File: config.mk
export PLATFORM = sky130hd
export DESIGN_NAME = signed_seq_div
export DESIGN_NICKNAME = d
export VERILOG_FILES = /design/src/rtl/signed_seq_div.sv
export SDC_FILE = /design/constraint.sdc
export NUM_CORES = 1
export LEC_CHECK = 0
export CAP_MARGIN = 20
export CORE_AREA = 8 8 80 82
export DETAILED_ROUTE_END_ITERATION = 8
export DIE_AREA = 0 0 88 90
export PLACE_DENSITY = 0.7
export RECOVER_POWER = 100
export SLEW_MARGIN = 10
export SYNTH_ARGS = -nofsm -noshare
export SYNTH_HDL_FRONTEND = slang
export SYNTH_SLANG_ARGS = --single-unit
File: constraint.sdc
create_clock -name clk -period 1.9 [get_ports clk]
set_input_delay 0.285 -clock clk [delete_from_list [all_inputs] [get_ports clk]]
set_output_delay 0.285 -clock clk [all_outputs]
set_load 0.01 [all_outputs]
File: src/rtl/signed_seq_div.sv
// Sequential signed divider: restoring shift-subtract, one quotient bit per clock.
// Operates on magnitudes and applies the signs in a final fix-up cycle.
module signed_seq_div #(
  parameter int W = 4
) (
  input  logic             clk,
  input  logic             rst_n,
  input  logic             start,
  input  logic [2*W-1:0]   dividend,
  input  logic [W-1:0]     divisor,
  output logic             busy,
  output logic             done,
  output logic [2*W-1:0]   quotient,
  output logic [W-1:0]     remainder,
  output logic             dbz,
  output logic             ovf,
  output logic [1:0]       state_dbg
);

  localparam int CW = $clog2(2*W);

  typedef enum logic [1:0] {
    IDLE = 2'd0,
    CALC = 2'd1,
    FIX  = 2'd2
  } state_t;

  state_t state, state_nx;

  // Handshake: start is a request qualified only by IDLE (busy=0); the
  // accepting edge captures the operands; done is a one-cycle result strobe.
  logic            accept;
  logic            last_iter;

  logic [CW-1:0]   cnt;
  logic [2*W-1:0]  dd_mag;     // dividend magnitude, becomes the quotient magnitude
  logic [W-1:0]    dv_mag;
  logic [W-1:0]    prem;       // partial remainder; always below dv_mag between iterations
  logic            sign_q;
  logic            sign_r;
  logic            zero_div;

  logic [2*W-1:0]  dividend_abs;
  logic [W-1:0]    divisor_abs;
  logic [W:0]      shifted;
  logic [W:0]      trial;
  logic            trial_ok;
  logic [2*W-1:0]  q_fix;
  logic [W-1:0]    r_fix;
  logic            ovf_fix;

  assign state_dbg = state;

  always_ff @(posedge clk or negedge rst_n) begin
    if (!rst_n) begin
      state <= IDLE;
    end else begin
      state <= state_nx;
    end
  end

  always_comb begin
    state_nx  = state;
    accept    = 1'b0;
    last_iter = 1'b0;
    case (state)
      IDLE: begin
        if (start) begin
          accept   = 1'b1;
          state_nx = (divisor == '0) ? FIX : CALC;
        end
      end
      CALC: begin
        if (cnt == CW'(2*W-1)) begin
          last_iter = 1'b1;
          state_nx  = FIX;
        end
      end
      FIX:     state_nx = IDLE;
      default: state_nx = IDLE;
    endcase
  end

  always_comb begin
    dividend_abs = dividend[2*W-1] ? -dividend : dividend;
    divisor_abs  = divisor[W-1]    ? -divisor  : divisor;
    shifted      = {prem, dd_mag[2*W-1]};
    trial        = shifted - {1'b0, dv_mag};
    trial_ok     = ~trial[W];
    q_fix        = sign_q ? -dd_mag : dd_mag;
    r_fix        = sign_r ? -prem : prem;
    // Only -2^(2W-1) / -1 yields a positive magnitude that does not fit.
    ovf_fix      = ~sign_q & dd_mag[2*W-1];
  end

  always_ff @(posedge clk or negedge rst_n) begin
    if (!rst_n) begin
      cnt       <= '0;
      dd_mag    <= '0;
      dv_mag    <= '0;
      prem      <= '0;
      sign_q    <= 1'b0;
      sign_r    <= 1'b0;
      zero_div  <= 1'b0;
      busy      <= 1'b0;
      done      <= 1'b0;
      quotient  <= '0;
      remainder <= '0;
      dbz       <= 1'b0;
      ovf       <= 1'b0;
    end else begin
      done <= 1'b0;
      if (accept) begin
        dd_mag   <= dividend_abs;
        dv_mag   <= divisor_abs;
        sign_q   <= dividend[2*W-1] ^ divisor[W-1];
        sign_r   <= dividend[2*W-1];
        zero_div <= (divisor == '0);
        prem     <= '0;
        cnt      <= '0;
        busy     <= 1'b1;
      end
      if (state == CALC) begin
        prem   <= trial_ok ? trial[W-1:0] : shifted[W-1:0];
        dd_mag <= {dd_mag[2*W-2:0], trial_ok};
        cnt    <= last_iter ? '0 : cnt + CW'(1);
      end
      if (state == FIX) begin
        done <= 1'b1;
        busy <= 1'b0;
        if (zero_div) begin
          quotient  <= '0;
          remainder <= '0;
          dbz       <= 1'b1;
          ovf       <= 1'b0;
        end else begin
          quotient  <= q_fix;
          remainder <= r_fix;
          dbz       <= 1'b0;
          ovf       <= ovf_fix;
        end
      end
    end
  end

endmodule

* After elaboration in Yosys (flattened, before gate mapping)
Cells that the tools add are included.
** Word-level totals
- Output and inout bits :: 18
- Register bits after elaboration :: 40
- Input bits :: 15
- Word-level logic and storage cells :: 61
** Operators by class
- Bitwise operators :: 4
- Mux-type cells :: 27
- $add $sub $neg :: 6
- Equality and inequality tests :: 5
- Reductions and logical operators :: 5
** Operators with widths (count)
- 2-to-1 mux 8 bit :: 5
- 2-to-1 mux 4 bit :: 6
- negator 8 bit :: 2
- 2-to-1 mux 1 bit :: 9
- 2-to-1 mux 3 bit :: 3
- negator 4 bit :: 2
- 2-to-1 mux 2 bit :: 3
- subtractor 5 x 4 -> 5 bit :: 1
- logical NOT 4 bit :: 1
- != test 2 bit, second input constant :: 2
- case mux 2 bit (2 select lines) :: 1
- nonzero test 2 bit :: 2
- adder 3 x 1 -> 3 bit, second input constant :: 1
- == test 3 bit, second input constant :: 1
- == test 2 x 1 -> 1 bit, second input constant :: 1
- == test 2 bit, second input constant :: 1
- logical NOT 2 bit :: 1
- inverter 1 bit :: 2
- AND reduction 2 bit :: 1
- AND 1 bit :: 1
- bitwise XOR 1 bit :: 1

* Logic depth before layout (Yosys ltp)
- Depth in word-level cells :: 5
- Depth in mapped cells :: 8
- Gate-level depth less buffers :: 8

* Least setup slack after synthesis
OpenSTA, ideal clock, no wires.
- Path kind :: reg2reg
- From :: register dd_mag[7]
- To :: register prem[0]
- Arrival :: 1.911 ns
- Stages on the path, launching flop included :: 9
- Buffers on the path :: 0
- Library setup time :: 0.101 ns
- Clock period less this slack :: 2.011 ns
- Setup slack :: -0.111 ns
- Cell sequence :: dfrtp_1 -> inv_1 -> ha_1 -> inv_1 -> fa_1 -> a211o_1 -> a21o_1 -> and3_1 -> o32ai_1
** On the way
- Longest elaborated chain between the ends :: 3
** RTL lines
- from (decl) :: line 36 : logic [2*W-1:0] dd_mag;
- from (signal assigned) :: line 114 : dd_mag <= dividend_abs;
- from (signal assigned) :: line 125 : dd_mag <= {dd_mag[2*W-2:0], trial_ok};
- subtractor 5 x 4 -> 5 bit :: line 88 : trial = shifted - {1'b0, dv_mag};
- 2-to-1 mux 4 bit * :: line 124 : prem <= trial_ok ? trial[W-1:0] : shifted[W-1:0];
- 2-to-1 mux 4 bit * :: line 123 : if (state == CALC) begin
- to (signal assigned) :: line 124
- to (decl) :: line 38 : logic [W-1:0] prem;
Mark *: on every way between the ends. The rest lies on a longest branch, timed or not.
A chain may end at the register's enable or synchronous reset.

* Worst setup path after layout
- From :: register dd_mag[7]
- To :: register prem[2]
** On the way
- Longest elaborated chain between the ends :: 3
** RTL lines (line)
- subtractor 5 x 4 -> 5 bit :: 88
- 2-to-1 mux 4 bit :: 124
- 2-to-1 mux 4 bit :: 123
No other way between the ends.

==> summary.txt <==
Hold path
  • WHS Endpoint: quotient[5]$_DFFE_PN0P_
  • Hold_sp: quotient[5]$_DFFE_PN0P_
  • WHS Path Cells: 2
  • Hold Path Class: reg2reg

Power
  • Net Sw Frac: 0.395
  • Maximum VDD drop: ~610 uV
  • Leakage power: 1.31 nW
  • Net Switching: 1.78 mW
  • Int Pwr: about 2.7 mW
  • Final Power: 4.51 mW
  • Gate power share: 0.522
  • Flop pwr share: 0.350
  • P per Cell Area: roughly 1600 nW/um^2
  • Clock Power Share: 0.128

Clock tree
  • CTS buffer count: 5
  • TritonCTS clock tree: done
  • CTS root buffer: clkbuf_8
  • H-Tree Level Count: 2
  • Clock net sink count: 40
  • Post-CTS Setup Bufs: 0
  • CTS clk-pin slew, worst paths: approximately 0.07 ns
  • Clock Path Buffers: 2
  • Skew-Pair Late Insertion Delay: 0.29 ns

Finish
  • Cell Count, Final, Fillers Out: between 300 and 400
  • Antenna cells: 0
  • Layout area overhead: 26.8%
  • Finished Cell Area: 2860 sq um
  • Nets@finish: 304
  • Final core occ: 0.545
  • Fraction of layout cells with a size suffix above 1: 0.122

Placed design
  • GPL Wtd Cong: 0.822
  • Post-DP HPWL: 3910 um
  • Post-place setup slack: -0.0449 ns
  • Placed inst area: 2760 sq um
  • Dpl cells: ~340
  • Port bufs: 32

GRT
  • Vias in the first global route: around 1800
  • Total GRT Usage: 0.134
  • Antenna violations before repair: 0
  • Total grt overflow: 0
  • First-pass GRT wire length: 8470 um
  • Largest net degree at the start of global routing: 23

Synth
  • Warnings from Yosys: 0
  • Number of synthesized register bits: 40
  • Post-synth cell types: 46
  • Leading area contributor after synthesis: dfrtp_1
  • Most common cell in the synthesized netlist: dfrtp_1
  • Fraction of registers with async set/reset: 1.00
  • Dominant synthesized flop cell: dfrtp_1
  • Share of the synthesized area in the top cell type: 0.444
  • Top cell types by occurrence after synthesis: dfrtp_1 (40), nand2_1 (25), inv_1 (17), o21ai_0 (14)
  • Area contributors post-synth: dfrtp_1 (44%), ha_1 (5.6%), nand2_1 (4.2%)
  • Register area share after synthesis: 0.444
  • EDFF count, synth: 0
  • Syn nets: 256
  • Mapped Cells: 230
  • Synthesized area: 2250 sq um
  • Avg Inst Size Synth: 9.79 sq um

Timing
  • Least-Margin Pin Slew: 0.933 ns
  • Final Hold Viols: 0
  • FMAX: 516 MHz
  • Final Critical Period: between 1.5 and 2 ns
  • PnR worst setup slack: -0.0398 ns
  • Unrepaired setup endpoints after global routing: true
  • Fin Clk Skew: 0.00264 ns
  • Max Slew Vio Count: 0
  • Slew HR: 0.378
  • Fin crit share: 1.02
  • Final setup violation count: 2

Die
  • Die area: 7920 sq um
  • Core ar.: 5240 sq um
  • Starting density of the core: 0.430
  • IO Count: 33
  • Row count: 27
  • Die Width: 88 um
  • Die Ht: around 90 um

Detailed routing
  • # DRC: 0
  • Final WL: roughly 5000 um
  • Initial DRC count: 87
  • Routed vias: 1863
  • DRT antenna net count: 0
  • Vias/cell: 5.31
  • Drt first pass iters: 4
  • Routed WL per cell: 14.1 um

Setup path
  • R2r worst-path depth: 8
  • Crit Path Class: reg2reg
  • Critical Path End Type: flip-flop
  • Critical path peak fanout: 6
  • Worst Path Required: 2.10 ns
  • Worst setup SP type: flip-flop
  • Worst R2R Setup Slack: -0.04 ns
  • Reg-to-Reg Start: dd_mag[7]$_DFFE_PN0P_
  • CP arrival: 2.14 ns
  • R2r endpoint: prem[2]$_DFFE_PN0P_

Outcome
  • Status: complete, but fails checks
  • Failing checks: setup timing

Flow run
  • Max Cap Viol: 0
critical path, cell delays in order (launching register included):
cell	delay (ns)
dfrtp_1	0.38
inv_1	0.06
ha_1	0.15
inv_2	0.04
fa_2	0.33
a211o_1	0.28
a21o_1	0.22
and3_1	0.19
o32ai_2	0.20
per-layer routing:
| layer | global-route usage | share of wire | vias up |
|---|---|---|---|
| met5 | 0 | 0 | - |
| met4 | 0.0459 | 0.015 | 0 |
| met3 | 0.0391 | 0.076 | 7 |
| met2 | 0.202 | 0.44 | 62 |
| met1 | 0.177 | 0.47 | 877 |
| li1 | - | - | 917 |
how the worst max path moves through the flow:
stage | start | to | slack (ns) | depth (start not counted)
5_1_grt | dd_mag[7]$_DFFE_PN0P_ | prem[2]$_DFFE_PN0P_ | -0.16 | 8
2_1_floorplan | dd_mag[7]$_DFFE_PN0P_ | prem[0]$_DFFE_PN0P_ | -0.06 | 8
6_report | dd_mag[7]$_DFFE_PN0P_ | prem[2]$_DFFE_PN0P_ | -0.04 | 8
3_3_place_gp | dd_mag[7]$_DFFE_PN0P_ | prem[0]$_DFFE_PN0P_ | -0.001 | 8
3_5_place_dp | dd_mag[7]$_DFFE_PN0P_ | prem[0]$_DFFE_PN0P_ | -0.04 | 8
4_1_cts | dd_mag[7]$_DFFE_PN0P_ | prem[0]$_DFFE_PN0P_ | -0.06 | 8
area by class of cell:
class / instances / area [sq um]
Sequential cell: 40 / 1000
Clock buffer: 6 / 82.6
Multi-Input combinational cell: 162 / 1160
Inverter: 17 / 63.8
Tap cell: 72 / 90.1
Clock inverter: 2 / 10.0
Timing Repair Buffer: 52 / 448
Fill cell: 472 / 2380
per-stage QoR:
step,hold slack [ns],TNS (ns)
2_1_floorplan,-0.0106,-0.113
3_3_place_gp,0.237,-0.00141
3_5_place_dp,0.234,-0.0628
4_1_cts,0.460,-0.133
5_1_grt,0.491,-0.495
6_report,0.471,-0.0778
flip-flops by register name, indices dropped and copies added, names as in the netlist, 2 cells and up:
name       count
prem           4
quotient       8
cnt            3
remainder      4
state_dbg      2
dd_mag         8
dv_mag         4
layout by cell type (no fill, tap or decap), types with 2 or more instances in the layout:
master	count
o32ai_2	2
a22o_1	8
inv_1	16
buf_4	13
a21oi_1	9
or3_1	2
clkbuf_2	3
clkdlybuf4s50_1	12
nor2_1	9
nand3_1	2
a21o_1	2
dlygate4sd3_1	20
a22oi_1	2
and3_1	2
a221oi_1	4
xor2_1	8
o31ai_1	9
mux2i_1	2
clkbuf_8	6
dfrtp_1	40
ha_1	10
or2_2	2
nand2_1	24
mux2_2	2
xnor2_1	9
nor3b_1	4
nand2b_1	8
o22ai_1	2
nor2b_1	6
nand3b_1	2
clkinv_2	2
clkbuf_1	4
o21ai_0	13
cells by family after synthesis:
family                   synth area share
AND/OR/NAND/NOR                     0.151
AO/OA/AOI/OAI                       0.208
flip-flops                          0.444
buffers and inverters              0.0472
XOR/XNOR                           0.0661
adder cells (fa/ha/maj)            0.0644
multiplexers                       0.0189
what timing repair did:
item                       4_1_cts  5_1_grt
hold endpoints to repair        17        0
hold buffers                     1        0
gates resized for setup          2        2
setup endpoints to repair        2        5
pin swaps                        1        1
power by group through the flow:
stage                     Sequential, mW  Combinational [mW]  Clock (mW)
after CTS                           1.59                2.40       0.594
final                               1.58                2.35       0.579
after detailed placement            1.60                2.36           0
after global routing                1.64                2.64       0.628
after floorplan                     1.55                1.51           0
after global placement              1.59                2.31           0
Power figures use the tool's default switching activity.
==> edit 1: new RTL, same flow settings <==
The parameter `W` goes from 4 to 2.
--- a/src/rtl/signed_seq_div.sv
+++ b/src/rtl/signed_seq_div.sv
@@ -3,3 +3,3 @@
 module signed_seq_div #(
-  parameter int W = 4
+  parameter int W = 2
 ) (
Ports: changed (resized dividend, divisor, quotient and remainder); port bits go from 33 to 21. No check against the original RTL was run, so the function may have changed too.
==> edit 1 against the original RTL <==
  * Clock skew decreased by 0.0011 ns
  * Combinational power is 56% lower
  * Area after synthesis is 45% lower
  * Setup slack better by 0.12 ns
  * Sequential cell count shrank 15
  * Clock power decreased by 44%
  * Final area fell by 46%
  * Non-clock buffer count decreased by 29
  * Wire length is 50% lower
  * Power shrank 48%
  * Critical path type unchanged
  * Largest cell class is now sequential cells
==> edit 1: results (changes against the original RTL) <==
run_status:
  status: "complete, no violations"  # was complete, but fails checks
placed_design:
  gp_congestion: 0.7317  # was 0.8221
  hpwl_mm: 1.923  # was 3.910 mm
  portBuffers: 20  # was 32
  dp.cells: 203  # was 342
grt:
  grt_usage_pct: 6.859  # was 13.39%
  grt_use_met2_pct: 10.55  # was 20.15%
  grt_max_degree: 26  # was 23
min_path:
  hp-start: "quotient[0]$_DFFE_PN0P_"  # was quotient[5]$_DFFE_PN0P_
synthesis:
  synth_xor_area_share_pct: 4.264  # was 6.611%
  synth-seq-cells: 25  # was 40
  yosysUniqueCellTypes: 31  # was 46
  synth_fa_ha_area_share_pct: 5.685  # was 6.444%
  synthMuxAreaShare_pct: 7.005  # was 1.889%
  synthTopCellsByArea: "dfrtp_1 51%, mux2_2 4.6%, ha_1 4.1%"  # was dfrtp_1 44%, ha_1 5.6%, nand2_1 4.2%
drt:
  drt-wirelength-per-cell_microns: 11.91  # was 14.14 microns
  drt_iter0_markers: 59  # was 87
  totalWireLength_mm: 2.466  # was 4.962 mm
  vias: 903  # was 1863
critical_path:
  worst_ep_arrival_time_ns: 1.99  # was 2.14 ns
  crit_path_end: "prem[1]$_DFFE_PN0P_"  # was prem[2]$_DFFE_PN0P_
  r2r_start: "dd_mag[3]$_DFFE_PN0P_"  # was dd_mag[7]$_DFFE_PN0P_
  r2r_cells: 6  # was 8
  reg2reg_to: "prem[1]$_DFFE_PN0P_"  # was prem[2]$_DFFE_PN0P_
timing:
  skew_ns: 0.001574  # was 0.002639 ns
clock_network:
  worstSkewPairLatency_ns: 0.27  # was 0.29 ns
  clkTransAtPathRegs_ns: 0.09  # was 0.07 ns
finish:
  ff_latch_area_sq_um: 625.6  # was 0.001001 sq mm
  multi_input_area_sq_um: 535.5  # was 0.001160 sq mm
  nNetsFinal: 150  # was 304
  clk_share_pct: 3.150  # was 3.243%
  design_area_sq_mm: 0.001549  # was 0.002855 sq mm
pwr:
  p_leak_uw: 0.0006831  # was 0.001314 uW
[edit 1: cell count changes in the layout (fill, tap and decap cells not counted), sizes merged, moves of 5 or more]
cell         before  now
buf              13    1
a21oi             9    2
inv              17    9
ha               10    4
nand2            25   11
xor2              8    1
clkbuf           13    5
dlygate4sd3      20   11
o31ai             9    3
nand2b            8    2
dfrtp            40   25
nor2              9    4
[edit 1: power groups by stage]
stage	registers (uW)	clock network (uW)	logic [uW]
floorplan	969	0	718
global placement	1010	0	1050
detailed placement	1010	0	1090
CTS	996	331	1090
global route	1020	352	1180
finish	982	322	1030
[edit 1: stage by stage]
step / hold WS, ns / util [%]
after CTS: 0.3735 / 29.99
after global placement: 0.4604 / 29.06
final: 0.4725 / 29.58
after global routing: 0.5105 / 29.58
after detailed placement: 0.4651 / 29.06
after floorplan: -0.01059 / -
[edit 1: tightest hold or removal path: cells and delay by family (launching register included)]
family / cells / cell delay [ns]
AO/OA/AOI/OAI: 1 / 0.05
flip-flops: 1 / 0.34
AND/OR/NAND/NOR: 1 / 0.05
==> edit 2: new RTL, same flow settings <==
Without the edit above. Add an input register stage for `start`, cleared by the reset; this delays it by one clock. The other inputs are not delayed to match.
--- a/src/rtl/signed_seq_div.sv
+++ b/src/rtl/signed_seq_div.sv
@@ -26,2 +26,12 @@
   } state_t;
+
+  logic start_q;
+
+  always_ff @(posedge clk or negedge rst_n) begin
+    if (!rst_n) begin
+      start_q <= '0;
+    end else begin
+      start_q <= start;
+    end
+  end
 
@@ -67,3 +77,3 @@
       IDLE: begin
-        if (start) begin
+        if (start_q) begin
           accept   = 1'b1;
Formal check against the unedited RTL: not equivalent (Yosys sat finds a counterexample within 4 cycles, from zero or initial values and one cycle with rst_n low).
==> edit 2 against the original RTL <==
  * The run still ends with negative setup slack left
  * Power rose by 2.6%
  * Count of clock-buffer cells in the layout fell by 1
  * Sequential share of layout area rose by 0.83 points
  * Sequential cell count rose by 1
  * Final area rose by 0.13%
  * Setup slack got worse by 0.044 ns
  * Area after synthesis rose by 1.1%
  * Wire length rose by 1.6%
  * First-iteration DRC count fell by 2.3%
  * Critical endpoint unchanged
  * Highest routed layer unchanged
==> edit 2: results (changes against the original RTL) <==
timing:
  slew-limit-headroom_pct: 41.60  # was 37.80%
  finalSetupTns_ns: -0.1281  # was -0.07784 ns
  setup_viol: 3  # was 2
  setup_ws_ns: -0.08428  # was -0.03985 ns
  skew_ns: 0.002039  # was 0.002639 ns
critical_path:
  cp_max_fo: 5  # was 6
grt:
  grt_usage_pct: 13.19  # was 13.39%
  grt_antenna_before_repair: 0  # unchanged
  grt_max_degree: 36  # was 23
  use_met3_pct: 3.276  # was 3.913%
  grt_use_met2_pct: 19.65  # was 20.15%
  use_met1_pct: 18.51  # was 17.66%
  grt_pass1_wl_mm: 8.466  # unchanged
drt:
  vias: 1845  # was 1863
  firstDrtPassIters: 4  # unchanged
  drt_iter0_markers: 85  # was 87
  totalWireLength_mm: 5.042  # was 4.962 mm
clock_network:
  worstSkewPairLatency_ns: 0.28
  clkTransAtPathRegs_ns: 0.08
  htreeDepth: 2  # unchanged
  root_buffer: "clkbuf_8"  # unchanged
  cts_inserted_buffers: 5  # unchanged
  clockBufferDepth: 2  # unchanged
synthesis:
  synth-async-reset-ratio_pct: 100.0  # unchanged
  yosysUniqueCellTypes: 46  # unchanged
  syn_area_per_cell_sq_um: 9.858  # was 9.792 sq um
  synthTopCellsByCount: "41 x dfrtp_1, 25 x nand2_1, 17 x inv_1, 14 x o21ai_0"  # was 40 x dfrtp_1, 25 x nand2_1, 17 x inv_1, 14 x o21ai_0
  yosys_warnings: 0  # unchanged
  ys_seq_area_share_pct: 45.05  # was 44.44%
  synthTopCellsByArea: "dfrtp_1 45%, ha_1 5.5%, nand2_1 4.1%"  # was dfrtp_1 44%, ha_1 5.6%, nand2_1 4.2%
  synth_nets: 257  # was 256
finish:
  nNetsFinal: 303  # was 304
  instances_no_fill: 349  # was 351
  layout-drive-gt1-share_pct: 11.19  # was 12.19%
  diodes: 0  # unchanged
  reg_top3: "dd_mag: 8 flops, quotient: 8 flops"  # unchanged
pwr:
  p_leak_uw: 0.001314  # about the same
  ir_worst_vdd_uv: 786.3  # was 610.3 uV
placed_design:
  portBuffers: 32  # unchanged
  hpwl_mm: 3.783  # was 3.910 mm
  dp_slack_ns: -0.06190  # was -0.04494 ns
  dp.cells: 340  # was 342
  gp_congestion: 0.8207  # was 0.8221
  dpl_cell_area_sq_mm: 0.002763  # was 0.002760 sq mm
min_path:
  min_path_type: "input pin to asynchronous set/reset pin"  # was flip-flop to flip-flop
run_status:
  status: "complete, but fails checks"  # unchanged
  violations: "negative setup slack"  # unchanged
## edit 2: cell types whose count changed after synthesis
| cell | before | now |
|---|---|---|
| dfrtp_1 | 40 | 41 |
## edit 2: worst paths after layout
kind	from	end	slack (ns)	depth (start not counted)
worst min register to register	quotient[0]$_DFFE_PN0P_	quotient[0]$_DFFE_PN0P_	0.47	2
min in group clk	quotient[0]$_DFFE_PN0P_	quotient[0]$_DFFE_PN0P_	0.47	2
worst min-delay path	rst_n	done$_DFF_PN0_	0.10	1
max in group asynchronous	rst_n	quotient[5]$_DFFE_PN0P_	1.03	2
worst max register to register	dd_mag[7]$_DFFE_PN0P_	prem[2]$_DFFE_PN0P_	-0.08	9
worst max-delay path	dd_mag[7]$_DFFE_PN0P_	prem[2]$_DFFE_PN0P_	-0.08	9
## edit 2: repair_timing
action / CTS / global route
endpoints found under the setup margin: 2 / 5
gates resized for setup: 2 / 2
setup buffers: 1 / 1
## edit 2: kinds of logic after synthesis
kind of cell / Yosys count / share of synthesized area, %
simple gates: 66 / 14.95
compound gates: 64 / 20.55
flops: 41 / 45.05
buf+inv: 28 / 4.670
xor+xnor: 17 / 6.539
fa+ha+maj: 11 / 6.374
mux: 4 / 1.868
## edit 2: report_power, final
part           total [uW]  switching (uW)  leakage [uW]  internal, uW
combinational        2360            1120      0.000744          1240
sequential           1590             354      0.000516          1240
clock                 678             296     0.0000540           382
## edit 2: cell type report
cell class	instances	area (sq um)
flip-flops and latches	41	1026
clock buffers	5	68.82
clock inverters	2	35.03
repair buffers	50	431.7
multi-input cells	162	1144
inverters	17	63.81
well taps	72	90.09
fillers	489	2377
## edit 2: metrics by stage
| step | hold WS (ns) | power, uW |
|---|---|---|
| after global routing | 0.1625 | 5009 |
| final | 0.1049 | 4629 |
| after global placement | 0.4090 | 3908 |
| after detailed placement | 0.4188 | 3974 |
| after CTS | 0.09771 | 4706 |
| after floorplan | -0.01059 | 3097 |
## edit 2: routing by layer
layer / up-vias / wire length (microns)
met3: 2 / 361
met1: 876 / 2462
met2: 60 / 2210
li1: 907 / -
met4: 0 / 7
met5: - / 0
## edit 2: critical path, cell delays in order, from the launching register on
cell	delay, ns
dfrtp_1	0.38
inv_1	0.06
ha_1	0.15
inv_2	0.04
fa_2	0.33
a211o_1	0.28
a21o_1	0.21
buf_4	0.15
a21oi_1	0.15
o32ai_1	0.10
